<file path="src/rtl/seq_shift_add_multiplier_pkg.sv">
// Shared ALU multiplier definitions: FSM states, default operand width and the
// multiply opcode that the control unit decodes.
package seq_shift_add_multiplier_pkg;

  localparam int ALU_WIDTH = 8;
  localparam logic [3:0] MULT_OPCODE = 4'b1111;

  typedef enum logic [1:0] {
    IDLE = 2'd0,
    RUN  = 2'd1,
    DONE = 2'd2
  } state_t;

endpackage

</file>
<file path="src/rtl/seq_shift_add_multiplier.sv">
// Unsigned sequential shift-add multiplier: one load edge plus WIDTH iteration
// edges per op, started by a rising edge of ctrl_en and aborted when it drops.
module seq_shift_add_multiplier
  import seq_shift_add_multiplier_pkg::*;
#(
  parameter int WIDTH = ALU_WIDTH
) (
  input  logic               clk,
  input  logic               rst,
  input  logic               ctrl_en,
  input  logic               mult_en,
  input  logic [WIDTH-1:0]   x,
  input  logic [WIDTH-1:0]   y,
  output logic [2*WIDTH-1:0] product,
  output logic               busy,
  output logic               done,
  output logic               zero,
  output logic               ovf
);

  localparam int CW = $clog2(WIDTH) + 1;

  state_t             state, state_nx;
  logic               ctrl_q;
  logic [WIDTH-1:0]   a_q, b_q;
  logic [2*WIDTH-1:0] acc_q, acc_nx;
  logic [CW-1:0]      cnt_q;
  logic [WIDTH:0]     sum;
  logic               start, last;

  always_comb begin
    start    = ctrl_en & ~ctrl_q;
    sum      = {1'b0, acc_q[2*WIDTH-1:WIDTH]} + (b_q[0] ? {1'b0, a_q} : '0);
    // The carry out of the upper-half add becomes the new MSB after the shift.
    acc_nx   = {sum, acc_q[WIDTH-1:1]};
    last     = (cnt_q == CW'(WIDTH - 1));
    state_nx = state;
    case (state)
      IDLE:    if (start) state_nx = RUN;
      RUN:     if (!ctrl_en) state_nx = IDLE;
               else if (last) state_nx = DONE;
      DONE:    state_nx = IDLE;
      default: state_nx = IDLE;
    endcase
  end

  always_ff @(posedge clk or negedge rst) begin
    if (!rst) begin
      state   <= IDLE;
      ctrl_q  <= 1'b0;
      a_q     <= '0;
      b_q     <= '0;
      acc_q   <= '0;
      cnt_q   <= '0;
      product <= '0;
      zero    <= 1'b0;
      ovf     <= 1'b0;
    end else begin
      ctrl_q <= ctrl_en;
      state  <= state_nx;
      case (state)
        IDLE: begin
          if (start) begin
            a_q   <= x;
            b_q   <= y;
            acc_q <= '0;
            cnt_q <= '0;
          end
        end
        RUN: begin
          if (ctrl_en) begin
            acc_q <= acc_nx;
            b_q   <= b_q >> 1;
            if (last) begin
              if (mult_en) begin
                product <= acc_nx;
                zero    <= (acc_nx == '0);
                ovf     <= |acc_nx[2*WIDTH-1:WIDTH];
              end
            end else begin
              cnt_q <= cnt_q + CW'(1);
            end
          end
        end
        default: ;
      endcase
    end
  end

  assign busy = (state == RUN);
  assign done = (state == DONE);

endmodule

</file>
<file path="config.mk">
export PLATFORM = sky130hd
export DESIGN_NAME = seq_shift_add_multiplier
export DESIGN_NICKNAME = d
export VERILOG_FILES = /design/src/rtl/seq_shift_add_multiplier_pkg.sv /design/src/rtl/seq_shift_add_multiplier.sv
export SDC_FILE = /design/constraint.sdc
export NUM_CORES = 1
export LEC_CHECK = 0
export CORE_UTILIZATION = 57
export CTS_BUF_LIST = sky130_fd_sc_hd__clkbuf_16
export DETAILED_ROUTE_END_ITERATION = 10
export HOLD_SLACK_MARGIN = 0.06
export PLACE_DENSITY = 0.84
export SLEW_MARGIN = 20
export SYNTH_ARGS = -nofsm -noshare
export SYNTH_HDL_FRONTEND = slang
export SYNTH_SLANG_ARGS = --single-unit
</file>
<file path="constraint.sdc">
create_clock -name clk -period 6.4 [get_ports clk]
set_input_delay 1.28 -clock clk [delete_from_list [all_inputs] [get_ports clk]]
set_output_delay 1.28 -clock clk [all_outputs]
set_load 0.03 [all_outputs]
</file>
==> results_dict.tcl <==
set metrics [dict create \
    status "finished clean" \
    cts_tree "done" \
    post-route-cell-area_um2 3210 \
    setup_violations 0 \
    synthArstFlopShare 1.00 \
    hp-start "product[3]" \
    avgSynthCellArea_um2 10.6 \
    first_pass_iters 4 \
    grt_pass1_wl_um 9860 \
    p_sw_frac 0.285 \
    hold_class "flip-flop to flip-flop" \
    cts_resized 0 \
    gp_congestion 0.853 \
    hold_viol 0 \
    fin_crit_ps 3610 \
    antenna_found_initial 0 \
    ys_warn_count 0 \
    initial_utilization 0.599 \
    drc_errors 0 \
    fin_skew_ps 3.64 \
    critical_path_class "flip-flop to primary output" \
    grt_pass1_vias 2074 \
    placed_area_um2 3050 \
    num_io_pins 40 \
    hpwlAfterDp_um 3960 \
    relSlewSlack 0.291 \
    postRouteAntennaNets 0 \
    core_area_um2 4380 \
    slew_violations 0 \
    fin_crit_sh 0.564 \
    wirelength_um 5760 \
    cap_viol_max_count 0 \
    io_buffer_count 39 \
    wl_per_cell_um 17.0 \
    numCtsBuffers 5 \
    grtUsageTotal 0.260 \
    synth_cell_types 46 \
    peakVddDrop_mv 0.179 \
    die_x_um 69.9 \
    r2r-start "b_q[0]" \
    crit_path_start_kind "flip-flop" \
    vias 1980 \
    final_nets 316 \
    synth-main-ff-cell "dfrtp_1" \
    clockBufferDepth 2 \
    syn_area_um2 2630 \
    diodes 0 \
    clkPwrFrac 0.329 \
    gr-total-overflow 0 \
    clk_pin_slew_worst_paths_ps 70 \
    p_seq_frac 0.453 \
    netlist_instances 248 \
    cp_max_fo 8 \
    die_y_um 69.9 \
    combPwrFrac 0.218 \
    clock.fmax_ghz 0.277 \
    startpoint "state[0]" \
    worst_pin_slew_ps 1060 \
    syn_nets 278 \
    cp_data_required_time_ps 5120 \
    tns_ps 0 \
    powerDensity_nw_per_um2 287 \
    rows 24 \
    synth_edf_count 0 \
    cts.sink_count 56 \
    p_leak_nw 1.54 \
    grt_max_degree 57 \
    clk_latency_ps 290 \
    p_sw_mw 0.263 \
    crit_path_end_kind "primary output" \
    drt_iter0_markers 120 \
    rsz0062_at_grt "no" \
    die-area_um2 4880 \
    viasPerCell 5.84 \
    hold_ws_ps 477 \
    cts_setup_buffers 0 \
    finish.utilization 0.733 \
    cp.arrival_ps 2330 \
    synth_seq_area_share 0.534 \
    internal_power_mw 0.660 \
    cts_htree_levels 2 \
    syn_to_final_growth_pct 22.3 \
    cts_hold_buffers 0 \
    layout-drive-gt1-share 0.0732 \
    synth.ff_latch_count 56 \
    cts-root-buf "clkbuf_16" \
]
-- path summary, 6_finish.rpt --
check	to	slack, ps	cells after the start
worst max-delay path	busy	2790	2
worst min-delay path	product[3]	480	2
worst max register to register	ovf	3590	9
worst min register to register	product[3]	480	2
max in group asynchronous	a_q[4]	4820	2
min in group asynchronous	a_q[7]	1110	2
-- synth_stat cells, types with 2 or more instances --
cell type | number | area, um2
o21ai_1 | 11 | 55.1
nand3b_1 | 2 | 15.0
a21oi_1 | 5 | 25.0
dfrtp_1 | 56 | 1400
nand4_1 | 2 | 12.5
xor2_1 | 4 | 35.0
mux2i_1 | 7 | 70.1
and2_1 | 7 | 43.8
o31a_1 | 2 | 17.5
clkbuf_1 | 8 | 30.0
and3b_1 | 2 | 17.5
nand3_1 | 5 | 25.0
ha_1 | 9 | 113
nand2_1 | 52 | 195
o21ai_0 | 8 | 40.0
nand2b_1 | 3 | 18.8
nor2b_1 | 5 | 31.3
nor4_1 | 2 | 12.5
mux2_2 | 6 | 67.6
a22o_1 | 11 | 96.3
inv_1 | 6 | 22.5
nor2_1 | 4 | 15.0
mux2_1 | 3 | 33.8
nor2_2 | 2 | 12.5
xnor2_1 | 2 | 17.5
a21o_1 | 4 | 30.0
-- through the flow --
step                      setup WS, ps  std cells  power [mW]
after floorplan                   3960        248       0.553
after global placement            2850        331       0.610
after detailed placement          2750        331       0.620
after CTS                         2750        339       0.925
after global routing              2640        339       0.960
final                             2790        339       0.923
-- cell type report --
type / instances / area (um2)
repair buffers: 40 / 393
flip-flops and latches: 56 / 1400
multi-input cells: 177 / 1170
fillers: 315 / 1170
clock buffers: 5 / 125
inverters: 6 / 22.5
well taps: 52 / 65.1
clock inverters: 3 / 38.8
-- critical path, cell delays in order, from the launching register on --
cell	delay, ps
dfrtp_1	460
nor2b_1	750
clkdlybuf4s50_1	820
-- per-layer routing --
layer / global-route usage / part of all wire / vias to the layer above
met3: 0.0563 / 0.053 / 10
met2: 0.434 / 0.50 / 61
li1: - / - / 943
met1: 0.334 / 0.43 / 966
met4: 0.0978 / 0.021 / 0
met5: 0 / 0 / -
-- cells in the final DEF (no fill, tap or decap), types with 3 or more instances in the layout --
cell,n
and2_1,7
mux2_1,3
a21o_1,4
inv_1,7
nand3_1,5
nor2_1,4
mux2_2,6
mux2i_1,7
nand2_1,52
dfrtp_1,56
o21ai_0,8
nand2b_1,3
o21ai_1,11
clkbuf_16,5
ha_1,9
clkdlybuf4s50_1,38
a21oi_1,5
xor2_1,4
a22o_1,11
nor2b_1,5
-- cells by family after synthesis --
family / after synthesis / share of synthesized area
AND/OR/NAND/NOR: 93 / 0.172
multiplexers: 16 / 0.0653
XOR/XNOR: 6 / 0.0200
AO/OA/AOI/OAI: 52 / 0.137
buffers and inverters: 15 / 0.0219
flip-flops: 56 / 0.534
adder cells (fa/ha/maj): 10 / 0.0505
-- power by group through the flow --
stage                     logic, mW  clock network, mW  registers (mW)
after detailed placement      0.196                  0           0.424
after global routing          0.220              0.318           0.422
final                         0.201              0.303           0.418
after CTS                     0.201              0.306           0.418
after global placement        0.188                  0           0.422
after floorplan               0.136                  0           0.417
-- sequential cells by signal (all words and copies together), names as in the netlist --
signal and flops:
product 16, acc_q 15, a_q 8, b_q 8, cnt_q 4, state 2, ctrl_q 1, ovf 1
zero 1
(Power assumes the default switching activity.)
